### config.mk
export PLATFORM = sky130hd
export DESIGN_NAME = alu64
export DESIGN_NICKNAME = d
export VERILOG_FILES = /design/src/rtl/alu64.sv
export SDC_FILE = /design/constraint.sdc
export NUM_CORES = 1
export LEC_CHECK = 0
export ABC_AREA = 1
export CORE_MARGIN = 5
export CORE_UTILIZATION = 50
export CTS_CLUSTER_SIZE = 24
export DETAILED_ROUTE_END_ITERATION = 10
export DONT_BUFFER_PORTS = 1
export PLACE_DENSITY = 0.72
export SYNTH_ARGS = -nofsm -noshare
export SYNTH_HDL_FRONTEND = slang
export SYNTH_SLANG_ARGS = --single-unit
### constraint.sdc
create_clock -name clk -period 3 [get_ports clk]
set_input_delay 0.45 -clock clk [delete_from_list [all_inputs] [get_ports clk]]
set_output_delay 0.45 -clock clk [all_outputs]
set_load 0.05 [all_outputs]
### src/rtl/alu64.sv
// Registered 64-bit ALU (ADD/SUB/AND/OR/XOR, optional signed MUL/DIV via ALU_MULDIV_EN); 1-cycle latency.
// One op per cycle with no handshake and no backpressure; synchronous active-high reset.
module alu64 #(
   parameter int WIDTH = 64
) (
   input  logic             clk,
   input  logic             rst,
   input  logic [WIDTH-1:0] A,
   input  logic [WIDTH-1:0] B,
   input  logic [2:0]       ALUop,
   output logic [WIDTH-1:0] Y,
   output logic [WIDTH-1:0] Y_hi,
   output logic [WIDTH-1:0] REM,
   output logic             ZERO,
   output logic             COUT,
   output logic             OVF,
   output logic             DIV0
);

   localparam logic [2:0] OP_ADD = 3'b000;
   localparam logic [2:0] OP_SUB = 3'b001;
   localparam logic [2:0] OP_AND = 3'b010;
   localparam logic [2:0] OP_OR  = 3'b011;
   localparam logic [2:0] OP_XOR = 3'b100;
`ifdef ALU_MULDIV_EN
   localparam logic [2:0] OP_MUL = 3'b101;
   localparam logic [2:0] OP_DIV = 3'b110;
`endif

   logic [WIDTH-1:0] y_d;
   logic [WIDTH-1:0] y_hi_d;
   logic [WIDTH-1:0] rem_d;
   logic             cout_d;
   logic             ovf_d;
   logic             div0_d;

   // Bit WIDTH of diff is the borrow out of the subtraction.
   logic [WIDTH:0] sum;
   logic [WIDTH:0] diff;
   assign sum  = {1'b0, A} + {1'b0, B};
   assign diff = {1'b0, A} - {1'b0, B};

`ifdef ALU_MULDIV_EN
   localparam logic [WIDTH-1:0] SMIN = {1'b1, {(WIDTH-1){1'b0}}};

   logic signed [2*WIDTH-1:0] prod;
   logic signed [WIDTH-1:0]   quot;
   logic signed [WIDTH-1:0]   rmd;
   logic                      div_ovf;

   assign prod    = $signed({{WIDTH{A[WIDTH-1]}}, A}) * $signed({{WIDTH{B[WIDTH-1]}}, B});
   assign div_ovf = (A == SMIN) && (B == {WIDTH{1'b1}});

   // Divider inputs are gated so the two undefined cases never reach the operator.
   always_comb begin
      quot = '0;
      rmd  = '0;
      if ((B != '0) && !div_ovf) begin
         quot = $signed(A) / $signed(B);
         rmd  = $signed(A) % $signed(B);
      end
   end
`endif

   always_comb begin
      y_d    = '0;
      y_hi_d = '0;
      rem_d  = '0;
      cout_d = 1'b0;
      ovf_d  = 1'b0;
      div0_d = 1'b0;
      case (ALUop)
         OP_ADD: begin
            y_d    = sum[WIDTH-1:0];
            cout_d = sum[WIDTH];
            ovf_d  = (A[WIDTH-1] == B[WIDTH-1]) && (sum[WIDTH-1] != A[WIDTH-1]);
         end
         OP_SUB: begin
            y_d    = diff[WIDTH-1:0];
            cout_d = ~diff[WIDTH];
            ovf_d  = (A[WIDTH-1] ^ B[WIDTH-1]) & (A[WIDTH-1] ^ diff[WIDTH-1]);
         end
         OP_AND: y_d = A & B;
         OP_OR:  y_d = A | B;
         OP_XOR: y_d = A ^ B;
`ifdef ALU_MULDIV_EN
         OP_MUL: begin
            y_d    = prod[WIDTH-1:0];
            y_hi_d = prod[2*WIDTH-1:WIDTH];
         end
         OP_DIV: begin
            if (B == '0) begin
               div0_d = 1'b1;
            end else if (div_ovf) begin
               y_d   = SMIN;
               ovf_d = 1'b1;
            end else begin
               y_d   = quot;
               rem_d = rmd;
            end
         end
`endif
         default: ;
      endcase
   end

   always_ff @(posedge clk) begin
      if (rst) begin
         Y    <= '0;
         Y_hi <= '0;
         REM  <= '0;
         ZERO <= 1'b1;
         COUT <= 1'b0;
         OVF  <= 1'b0;
         DIV0 <= 1'b0;
      end else begin
         Y    <= y_d;
         Y_hi <= y_hi_d;
         REM  <= rem_d;
         ZERO <= (y_d == '0);
         COUT <= cout_d;
         OVF  <= ovf_d;
         DIV0 <= div0_d;
      end
   end

endmodule

Word-level counts from Yosys, hierarchy flattened
Cells that the tools add are included.
- logic and storage cells: 25
- flip-flop bits (word level): 67
- output and inout bits: 196
- equal/unequal tests: 6
- $add $sub $neg: 2
- reduce and logical (&&, ||, !) cells: 3
- bitwise operators: 7
- mux-type cells: 3
- operators with widths (operator ; number):
    64-bit case mux with 5 select lines ; 1
    64-bit by 64-bit adder with 65-bit output ; 1
    64-bit by 64-bit subtractor with 65-bit output ; 1
    64-bit bitwise AND ; 1
    64-bit logical NOT ; 1
    64-bit bitwise OR ; 1
    64-bit bitwise XOR ; 1
    3-bit by 2-bit == test with 1-bit output, second input constant ; 2
    1-bit case mux with 2 select lines ; 2
    3-bit by 1-bit == test with 1-bit output, second input constant ; 1
    3-bit == test, second input constant ; 1
    3-bit logical NOT ; 1
    1-bit bitwise XOR ; 2
    1-bit bitwise AND ; 1
    1-bit == test ; 1
    1-bit logical AND ; 1
    1-bit != test ; 1
    1-bit inverter ; 1

Longest topological paths before layout
- word-level depth: 4
- gate-level depth with buffers: 25
- depth with buffers taken out: 24

Worst setup path before layout
Ideal clock, no wire load.
- path kind: in2reg
- from: input port A[0]
- to: register ZERO
- slack: 511 ps
- data arrival time: 2431 ps
- setup time: 58 ps
- stages: 22
- path through: ha_1 > inv_1 > fa_1 > inv_1 > nand3_1 > nor2_1 > nand2_1 > nand3_1 > nand2_1 > nand2_1 > nand2_1 > nand2_1 > nand2_1 > nand2_1 > nor2_1 > nor2_1 > nand2_1 > nor2_1 > nand2_1 > nor2_1 > nand4_1 > nand2_1
- word-level cells in the longest chain between the ends: 3
- elaborated cells on any way between the ends: 7
- those cells by class: 2 x add/sub; 1 x mux; 3 x bitwise; 1 x reduce/logical
- RTL lines (element ; line ; source):
    start: declaration ; 8 ; input logic [WIDTH-1:0] A,
    64-bit by 64-bit subtractor with 65-bit output, or another cell as far along ; 41 ; assign diff = {1'b0, A} - {1'b0, B};
    64-bit case mux with 5 select lines * ; 72 ; case (ALUop)
    64-bit logical NOT * ; 120 ; ZERO <= (y_d == '0);
    end signal: assignment ; 120 ;
    end: declaration ; 14 ; output logic ZERO,
Every way passes the cells marked *; elsewhere a longest branch is shown, timed or not.
A chain may end at the register's enable or synchronous reset.

Final worst setup path
- from: input port B[2]
- to: register ZERO
- word-level cells in the longest chain between the ends: 3
- elaborated cells on any way between the ends: 7
- those cells by class: 2 x add/sub; 1 x mux; 3 x bitwise; 1 x reduce/logical
- RTL lines (element ; line ; source):
    start: declaration ; 9 ; input logic [WIDTH-1:0] B,
    64-bit by 64-bit subtractor with 65-bit output, or another cell as far along ; 41 ;
    64-bit case mux with 5 select lines * ; 72 ;
    64-bit logical NOT * ; 120 ;
Marked as above.

==> flow_metrics.tcl <==
set metrics [dict create \
    route.detailed.drc 0 \
    grt_antenna_before_repair 1 \
    synthArstFlopShare_pct 0 \
    first_pass_iters 6 \
    grt_max_degree 38 \
    cp-end-kind "flip-flop" \
    period_share_pct 101.0 \
    rows 69 \
    tightest_slew_ps 1104 \
    final.setup.tns_ps -30.68 \
    gp_congestion 1.153 \
    fp.dieArea_um2 40220 \
    synth_fa_ha_area_share_pct 14.56 \
    htree_num_levels 3 \
    drive_gt1_share_pct 16.62 \
    ctsLongestPathBuffers 2 \
    synth_common_cells "nand2_1 (1235), inv_1 (811), nor2_1 (356)" \
    pre_cts_slack_ps -450.6 \
    synth_top_family_by_area "simple AND/OR/NAND/NOR gates" \
    setup_ws_ps -30.68 \
    crit_arrival_ps 3340 \
    track_usage_pct 41.01 \
    slew_headroom_pct 26.43 \
    cap_violations 0 \
    ioPinCount 329 \
    grt_pass1_wl_um 128000 \
    die_w_um 200.6 \
    vias 23638 \
    ant_nets 0 \
    area_growth_pct 25.54 \
    core_um2 35740 \
    viasPerCell 5.196 \
    synth_seq_cells 67 \
    yosys.area.top_type "nand2_1" \
    max-vdd-ir-drop_v 0.0002266 \
    status "finished with violations" \
    wl_per_cell_um 19.27 \
    synth-seq-area-share_pct 7.388 \
    numCtsBuffers 9 \
    synthTopCellsByArea "nand2_1 (26%), inv_1 (17%), ha_1 (14%)" \
    nNetsFinal 4424 \
    drv_slew 0 \
    violations "setup timing" \
    yosys_warnings 0 \
    tritoncts "done" \
    synthSimpleGateAreaFrac_pct 43.71 \
    fin_crit_ps 3031 \
    min_path_type "input port to flip-flop" \
    hold_violations 0 \
    grt_pass1_vias 21965 \
    synthMuxAreaShare_pct 0 \
    place_hpwl_um 77240 \
    syn_avg_cell_area_um2 5.075 \
    worstPathRequired_ps 3310 \
    synthDominantCellAreaShare_pct 25.53 \
    synth_compound_area_share_pct 9.538 \
    synthXorXnorAreaFrac_pct 0.04824 \
    cts_setup_buffers 0 \
    synth_flop_cell "dfxtp_1" \
    critPathKind "input port to flip-flop" \
    clkTransAtPathRegs_ps 70 \
    synth_edf_count 0 \
    ys_types 44 \
    yosysMostFrequentCell "nand2_1" \
    syn_inst 3577 \
    cts.sink_count 67 \
    cts_root_buf "clkbuf_16" \
    leakage_nw 14.58 \
    startpoint_type "input port" \
    syn_area_um2 18150 \
    fmax_ghz 0.3300 \
    final-setup-viol-count 1 \
    path_max_fanout 6 \
    die_h_um 200.6 \
    powerDensity_nw_per_um2 296.9 \
    drt_iter0_markers 2625 \
    wl_um 87660 \
    initial_core_util_pct 50.79 \
    port_buffers 0 \
    grt-ovfl-total 0 \
]
==> metal layers <==
metal | vias up | wire length (um) | global-route usage, % | part of all wire, %
li1 | 11521 | - | - | -
met4 | 0 | 4921 | 19.27 | 5.6
met3 | 241 | 11000 | 10.69 | 13
met2 | 1382 | 37350 | 64.73 | 43
met5 | - | 0 | 0 | 0
met1 | 10494 | 34380 | 52.32 | 39
==> cells in the final DEF (no fill, tap or decap), drive strengths merged <==
cell type,n
bufinv,1
and3,3
a221oi,21
conb,129
inv,813
o311ai,1
o211ai,4
diode,3
clkinvlp,2
nand3b,6
nor3,25
o21ai,63
buf,583
or2,1
nand4,38
clkbuf,9
and2,2
o22ai,36
dfxtp,67
a21oi,154
a211oi,2
nand3,270
ha,208
o21bai,13
nor2,371
clkinv,4
xor2,1
o2111ai,1
nor3b,2
nor4,4
a31oi,9
nand2,1238
fa,2
o221ai,1
a21o,1
==> sequential cells by signal (all words and copies together), names as in the netlist <==
signal and flops:
Y 64, OVF 1, ZERO 1, COUT 1
==> cell families (layout without fill, tap and decap cells) <==
logic type | after synthesis | after routing
compound gates | 306 | 306
xor+xnor | 1 | 1
fa+ha+maj | 210 | 210
buf+inv | 1032 | 1412
flops | 67 | 67
other cells | 1 | 132
simple gates | 1960 | 1960
==> final timing paths <==
check | from | endpoint | slack [ps] | cells after the start
hold / removal | rst | OVF$_SDFF_PP0_ | 160 | 1
setup / recovery | B[2] | ZERO$_SDFF_PP1_ | -30 | 19
==> critical path: stages <==
cell and delay, ps:
inv_1 30, ha_1 380, nand3_1 200, o211ai_1 400, nand2_1 250, nand3_1 300, nand3_1 130, nand2_1 100
nand2_1 50, nand2_1 50, nor2_1 60, buf_4 150, nor2_1 230, nand2_1 80, nor2_1 90, nand2_1 70
nor2_1 140, nand4_1 100, nand2_1 60
==> through the flow <==
stage | power, mW | instance area (um^2) | std cells | hold WS, ps | utilization, %
finish | 6.768 | 22790 | 4549 | 162.3 | 63.77
global route | 7.101 | 22780 | 4546 | 161.3 | 63.75
CTS | 6.577 | 22580 | 4546 | 146.4 | 63.17
detailed placement | 5.453 | 22270 | 4531 | 531.6 | 62.31
global placement | 5.446 | 22270 | 4531 | 530.7 | 62.31
floorplan | 3.725 | 18640 | 3705 | 643.2 | -
==> cell type report <==
| type | instances | area, um^2 |
|---|---|---|
| multi-input cells | 2606 | 13040 |
| fillers | 3746 | 12950 |
| repair buffers | 583 | 4477 |
| inverters | 814 | 3055 |
| flip-flops and latches | 67 | 1341 |
| well taps | 461 | 576.8 |
| clock buffers | 9 | 225.2 |
| clock inverters | 6 | 67.56 |
| diodes | 3 | 7.507 |
==> power breakdown <==
part / total (mW) / switching, mW / internal (mW)
Clock: 1.12 / 0.476 / 0.640
Sequential: 1.26 / 0.294 / 0.965
Combinational: 4.39 / 2.83 / 1.56
==> what timing repair did <==
item                       in CTS  in global routing
hold buffers                    0                  0
pin swaps                       0                  2
setup endpoints to repair       1                  4
gates resized for setup         4                 56
No activity file was read; power rests on OpenSTA's default activity.
